File: src/rtl/udc_pkg.sv
// Shared types and widths for the up/down counter command path.
package udc_pkg;
   localparam int UDC_WIDTH = 16;
   localparam int UDC_GAP_W = 8;

   typedef enum logic [1:0] {
      IDLE = 2'd0,
      STEP = 2'd1,
      WAIT = 2'd2
   } state_t;
endpackage

File: src/rtl/udc_gap_timer.sv
// Loadable down-counter; tc marks the last idle cycle of an inter-step gap.
module udc_gap_timer
   import udc_pkg::*;
#(
   parameter int GAP_W = UDC_GAP_W
) (
   input  logic             clk,
   input  logic             rst_n,
   input  logic             load,
   input  logic [GAP_W-1:0] load_val,
   input  logic             dec,
   output logic             tc
);

   logic [GAP_W-1:0] cnt;

   always_ff @(posedge clk or negedge rst_n) begin
      if (!rst_n) begin
         cnt <= '0;
      end else if (load) begin
         cnt <= load_val;
      end else if (dec && (cnt != '0)) begin
         cnt <= cnt - GAP_W'(1);
      end
   end

   assign tc = (cnt == GAP_W'(1));

endmodule

File: src/rtl/udc_step_gen.sv
// Walks a mirror position toward an accepted target, emitting one enable/up
// strobe per count with a programmable idle gap between strobes.
module udc_step_gen
   import udc_pkg::*;
#(
   parameter int WIDTH = UDC_WIDTH,
   parameter int GAP_W = UDC_GAP_W
) (
   input  logic             clk,
   input  logic             rst_n,
   input  logic             tgt_valid,
   output logic             tgt_ready,
   input  logic [WIDTH-1:0] target,
   input  logic [GAP_W-1:0] gap,
   input  logic             abort,
   output logic             enable,
   output logic             up,
   output logic [WIDTH-1:0] position,
   output logic             busy,
   output logic             done
);

   state_t           state;
   state_t           state_d;
   logic [WIDTH-1:0] tgt_q;
   logic [GAP_W-1:0] gap_q;
   logic [WIDTH-1:0] pos_step;
   logic             gap_load;
   logic             gap_tc;

   udc_gap_timer #(.GAP_W(GAP_W)) u_gap_timer (
      .clk      (clk),
      .rst_n    (rst_n),
      .load     (gap_load),
      .load_val (gap_q),
      .dec      (state == WAIT),
      .tc       (gap_tc)
   );

   // up is fixed at accept: the direction never changes during one move
   assign pos_step = up ? position + WIDTH'(1) : position - WIDTH'(1);

   always_comb begin
      state_d  = state;
      gap_load = 1'b0;
      case (state)
         IDLE: begin
            if (tgt_valid && (target != position)) state_d = STEP;
         end
         STEP: begin
            if ((pos_step == tgt_q) || abort) begin
               state_d = IDLE;
            end else if (gap_q == '0) begin
               state_d = STEP;
            end else begin
               state_d  = WAIT;
               gap_load = 1'b1;
            end
         end
         WAIT: begin
            if (abort)       state_d = IDLE;
            else if (gap_tc) state_d = STEP;
         end
         default: state_d = IDLE;
      endcase
   end

   always_ff @(posedge clk or negedge rst_n) begin
      if (!rst_n) begin
         state     <= IDLE;
         enable    <= 1'b0;
         up        <= 1'b0;
         position  <= '0;
         busy      <= 1'b0;
         done      <= 1'b0;
         tgt_ready <= 1'b1;
      end else begin
         state     <= state_d;
         enable    <= (state_d == STEP);
         busy      <= (state_d != IDLE);
         tgt_ready <= (state_d == IDLE);
         done      <= 1'b0;
         if ((state == IDLE) && tgt_valid) begin
            up   <= (target > position);
            done <= (target == position);
         end
         if (state == STEP) position <= pos_step;
         if ((state != IDLE) && (state_d == IDLE)) done <= 1'b1;
      end
   end

   // Move parameters are plain data and need no reset
   always_ff @(posedge clk) begin
      if ((state == IDLE) && tgt_valid) begin
         tgt_q <= target;
         gap_q <= gap;
      end
   end

endmodule

File: config.mk
export PLATFORM = sky130hd
export DESIGN_NAME = udc_step_gen
export DESIGN_NICKNAME = d
export VERILOG_FILES = /design/src/rtl/udc_pkg.sv /design/src/rtl/udc_gap_timer.sv /design/src/rtl/udc_step_gen.sv
export SDC_FILE = /design/constraint.sdc
export NUM_CORES = 1
export LEC_CHECK = 0
export ABC_CLOCK_PERIOD_IN_PS = 3300
export CORE_ASPECT_RATIO = 0.8
export CORE_MARGIN = 4
export CORE_UTILIZATION = 51
export CTS_CLUSTER_DIAMETER = 120
export DETAILED_ROUTE_END_ITERATION = 8
export GPL_TIMING_DRIVEN = 0
export PLACE_DENSITY_LB_ADDON = 0.2
export SKIP_LAST_GASP = 1
export SYNTH_ARGS = -nofsm -noshare
export SYNTH_HDL_FRONTEND = slang
export SYNTH_HIERARCHICAL = 1
export SYNTH_SLANG_ARGS = --single-unit
File: constraint.sdc
create_clock -name clk -period 3.3 [get_ports clk]
set_input_delay 0.825 -clock clk [delete_from_list [all_inputs] [get_ports clk]]
set_output_delay 0.825 -clock clk [all_outputs]
set_load 0.01 [all_outputs]
# Yosys cells after proc, flatten, opt, wreduce, memory -nomap -nowiden

Index checks and enable logic that the tools add are counted.

Word-level logic and storage cells: 47
Bits of input ports: 28
Flip-flop bits (word level): 55

Reductions and logical operators: 12
$add $sub $neg: 3
Equal/unequal tests: 7
Muxes and demuxes: 14
$lt $le $gt $ge: 1

Operator list:

| kind                    | count |
|---|---|
| $eq A16 B16 Y1          | 2 |
| $add A16 B1 Y16 const B | 1 |
| $gt A16 B16 Y1          | 1 |
| $mux W16                | 1 |
| $mux W8                 | 2 |
| $ne A16 B16 Y1          | 1 |
| $sub A16 B1 Y16 const B | 1 |
| $mux W2                 | 5 |
| $eq A8 B1 Y1 const B    | 1 |
| $logic_not A8 Y1        | 1 |
| $reduce_bool A8 Y1      | 1 |
| $sub A8 B1 Y8 const B   | 1 |
| $pmux W2 S3             | 1 |
| $reduce_bool A2 Y1      | 3 |
| $mux W1                 | 5 |
| $eq A2 B1 Y1 const B    | 2 |
| $logic_and A1 B1 Y1     | 4 |
| $logic_not A2 Y1        | 2 |
| $eq A2 B2 Y1 const B    | 1 |
| $logic_or A1 B1 Y1      | 1 |

# Depth between registers and ports, before layout

Word-level depth: 9
Mapped depth: 15
Depth with buffers taken out: 13

# Modules after synthesis

Netlist, hierarchy kept.

By module, submodules not included:

| module        | times used | cells an instance | area each (µm²) | seq. area each (µm²) |
|---|---|---|---|---|
| udc_step_gen  | 1          | 300               | 3199.3          | 1297.5 |
| udc_gap_timer | 1          | 64                | 574.3           | 200.2 |

# Worst setup path before layout

No wires, ideal clock.

Path kind: reg-to-reg
Start: reg up
End: reg u_gap_timer.cnt[3]
Setup time: 87 ps
Buffers on the path: 2
Stages on the path, launching flop included: 15
Arrival: 3510 ps
Slack: -297 ps
Path through: dfrtp_1 -> inv_1 -> ha_1 -> buf_6 -> xnor2_1 -> a2111oi_0 -> or4b_1 -> a211oi_1 -> o2111ai_1 -> and4b_1 -> and4bb_4 -> nor2_1 -> clkbuf_1 -> a2111o_1 -> o211ai_1

Word-level cells in the longest chain between the ends: 6
Elaborated cells on any way between the ends: 7
Those cells by class: eq/ne (1); mux (4); reduce/logical (2)

Ends and longest elaborated chain:

| what                                                 | RTL line            | text |
|---|---|---|
| from (decl)                                          | udc_step_gen.sv:17  | `output logic up,` |
| from (signal assigned)                               | udc_step_gen.sv:84  | `up <= (target > position);` |
| $mux W16 (*)                                         | udc_step_gen.sv:41  | `assign pos_step = up ? position + WIDTH'(1) : position - WIDTH'(1);` |
| $eq A16 B16 Y1 (*)                                   | udc_step_gen.sv:51  | `if ((pos_step == tgt_q) \|\| abort) begin` |
| $logic_or A1 B1 Y1 (*)                               | udc_step_gen.sv:51  |  |
| $mux W1 (*)                                          | udc_step_gen.sv:51  |  |
| $mux W1 (*)                                          | udc_step_gen.sv:46  | `case (state)` |
| net gap_load                                         | udc_step_gen.sv:28  | `logic gap_load;` |
| $mux W8 / $reduce_bool A2 Y1 (equally long branches) | n/a                 |  |
| to (signal assigned)                                 | udc_gap_timer.sv:21 | `cnt <= load_val;` |
| to (signal assigned)                                 | udc_gap_timer.sv:23 | `cnt <= cnt - GAP_W'(1);` |
| to (decl)                                            | udc_gap_timer.sv:15 | `logic [GAP_W-1:0] cnt;` |

Mark *: on every way through the listed nets, which the timed path passes. The rest lies on a longest branch.
A chain may end at the register's enable or synchronous reset.

# Final worst setup path

Same ends and word-level chain as after synthesis.

==> flow_summary.json <==
{
  "outcome": "finished, violations left",
  "violations": "negative setup slack",
  "ys_ff_latch": 55,
  "cts_buffers": 5,
  "p_leak_nw": 2.084,
  "yosys.area.top_type": "dfrtp_1",
  "synth_area_per_cell_sq_um": 10.37,
  "slew_headroom": 0.3074,
  "crit_fanout": 7,
  "via_per_inst": 6.082,
  "grt_pass1_vias": 3138,
  "fin_crit_sh": 1.089,
  "r2r-start": "up",
  "synth_top_cells_by_count": "ha_1 (33), nand2_1 (32), dfrtp_1 (30), inv_1 (27), edfxtp_1 (24)",
  "crit_chain": "clkinvlp_4 > buf_12 > fa_2 > a211o_4 > a41oi_4 > buf_6 > xnor2_2 > xnor2_1 > o2111ai_2 > and4b_1 > and4bb_4 > nor2_4 > buf_8 > a2111o_1 > o211ai_1",
  "synthMostInstantiatedCell": "ha_1",
  "htreeDepth": 2,
  "rsz0062_at_grt": "true",
  "vdd_drop_max_mv": 0.5023,
  "cp_slowest_stage_delay_ns": 0.41,
  "min_from": "gap_q[0]",
  "num_vias": 3266,
  "multiInputGateArea_sq_um": 2461,
  "power.density_nw_per_um2": 1204,
  "initial_utilization": 0.5370,
  "seqCellArea_sq_um": 1500,
  "setup.worst_path.start_class": "register",
  "dp.final_hpwl_microns": 6870,
  "synth_cell_types": 68,
  "synthCells": 364,
  "finalSetupTns_ns": -1.766,
  "drive_gt1_frac": 0.2467,
  "ys_warn_count": 6,
  "portBuffers": 48,
  "worstHoldEndpoint": "u_gap_timer/cnt[0]",
  "hold_class": "reg2reg",
  "synth.top_cell.area_share": 0.1989,
  "nFillCells": 503,
  "r2r-end": "u_gap_timer/cnt[3]",
  "core-area_sq_um": 7027,
  "max_freq_ghz": 0.2784,
  "worst_ep_arrival_time_ns": 3.83,
  "critPathKind": "reg2reg",
  "first_pass_iters": 4,
  "syn_to_final_growth_pct": 35.81,
  "fin_crit_ns": 3.592,
  "grt_pass1_wl_microns": 15670,
  "gp_congestion": 0.8888,
  "die_h_microns": 84.94,
  "fp.dieArea_sq_um": 8848,
  "worst_slack_ns": -0.2921,
  "drc": 0,
  "total_power_w": 0.006172,
  "maxCapViolations": 0,
  "tightest_slew_ns": 1.038,
  "routed_wirelength_microns": 10550,
  "clk_path_buf_depth": 2,
  "ys.flop_type": "dfrtp_1",
  "r2r_slack_ns": -0.29,
  "syn_nets": 426,
  "synthArstFlopShare": 0.5636,
  "clkSinkCount": 55,
  "post-place-ws_ns": -0.7275,
  "worst_setup_path_end_kind": "register",
  "critPathBufInv": 4,
  "setup_viol": 12,
  "synth_edf_count": 24,
  "required_ns": 3.53,
  "clock_insertion_delay_worst_skew_ns": 0.32,
  "final_util": 0.7293,
  "crit_slowest_cell": "dfrtp_2",
  "ctsHoldBuffers": 0,
  "clkTransAtPathRegs_ns": 0.11,
  "nets": 511,
  "grt_max_degree": 32,
  "wire_per_inst_microns": 19.65,
  "antenna_left": 0,
  "synth.area.top_cells": "dfrtp_1 (20%), edfxtp_1 (19%), ha_1 (11%)",
  "drt-initial-drc-count": 162,
  "ctsRootBufferMaster": "clkbuf_8",
  "ys_seq_area_frac": 0.3969,
  "r2r_cells": 15,
  "hold_depth": 2,
  "synth_area_sq_um": 3774,
  "antenna_found_initial": 0,
  "gr-total-overflow": 0,
  "diodes": 0,
  "placementRows": 27,
  "critPathTopFamily": "compound AO/OA/AOI/OAI gates",
  "fp.dieW_microns": 104.2,
  "cts_tree": "built",
  "hold_viol_final": 0,
  "ios": 49,
  "track_usage": 0.2180,
  "final_max_slew_viol_count": 0,
  "clock_skew_ns": 0.005281
}
==> timing repair <==
action,in CTS,in global routing
hold endpoints to repair,0,0
resized for setup,24,60
cloned,1,0
pin swaps,14,19
setup buffers,11,19
endpoints found under the setup margin,14,14
==> through the flow <==
stage	instance area (sq um)	instances	hold WS (ns)
after floorplan	3794	364	0.4709
after global placement	4383	499	0.4892
after detailed placement	4378	499	0.5019
after CTS	4717	519	0.5376
after global routing	5125	537	0.5760
final	5125	537	0.5426
==> state kept, by name, indices dropped and copies added (netlist names) <==
name / count
up: 1
tgt_ready: 1
state: 2
tgt_q: 16
gap_q: 8
busy: 1
enable: 1
position: 16
done: 1
u_gap_timer/cnt: 8
==> cells by family after synthesis <==
group / synth area share
buf+inv: 0.04145
mux: 0.008952
fa+ha+maj: 0.1147
simple gates: 0.1389
compound gates: 0.2125
flops: 0.3969
xor+xnor: 0.08654
==> layout by cell type, fill, tap and decap left out, drive strengths merged, types with 4 or more instances in the layout <==
cell            n
a21oi          17
inv            27
nor3b           4
a31oi           5
clkdlybuf4s50  47
edfxtp         24
ha             33
a211oi          4
nor2b           4
nor3            6
xnor2          19
nand2          32
o211ai          7
xor2            8
dfrtp          30
nand3           8
xnor3           4
buf            38
o21a            5
a21o           13
or2             4
o21ai          21
nand4           4
clkbuf         10
nor2           13
==> tightest hold or removal path, stage by stage, from the launching register on <==
cell,delay [ns]
edfxtp_1,0.37
nand2_1,0.07
o211ai_1,0.07
==> worst max path at each step <==
stage          from                 end  slack (ns)  depth (start not counted)
6_report         up  u_gap_timer/cnt[3]       -0.29                         15
5_1_grt          up  u_gap_timer/cnt[3]       -0.42                         15
4_1_cts          up  u_gap_timer/cnt[3]       -0.31                         14
3_5_place_dp     up  u_gap_timer/cnt[2]       -0.73                         14
3_3_place_gp     up  u_gap_timer/cnt[2]       -0.65                         13
2_1_floorplan    up  u_gap_timer/cnt[3]       -0.17                         14
==> metal layers <==
layer | up-vias | GRT usage | share of wire
met5 | - | 0 | 0
met4 | 0 | 0.04106 | 0.0064
met3 | 12 | 0.03726 | 0.065
met2 | 114 | 0.3740 | 0.49
met1 | 1606 | 0.2947 | 0.43
li1 | 1534 | - | -
==> area by class of cell <==
type | instances | share of cell area
repair buffers | 78 | 0.1453
plain buffers | 11 | 0.02002
inverters | 27 | 0.02051
multi-input cells | 271 | 0.4802
clock inverters | 2 | 0.003906
flip-flops and latches | 55 | 0.2927
well taps | 87 | 0.02124
clock buffers | 6 | 0.01611
==> power by group <==
part	switching (W)	total, W	internal [W]
Combinational	0.00221	0.00456	0.00235
Sequential	0.000267	0.00119	0.000922
Clock	0.000250	0.000428	0.000178
No activity file was read; power rests on OpenSTA's default activity.
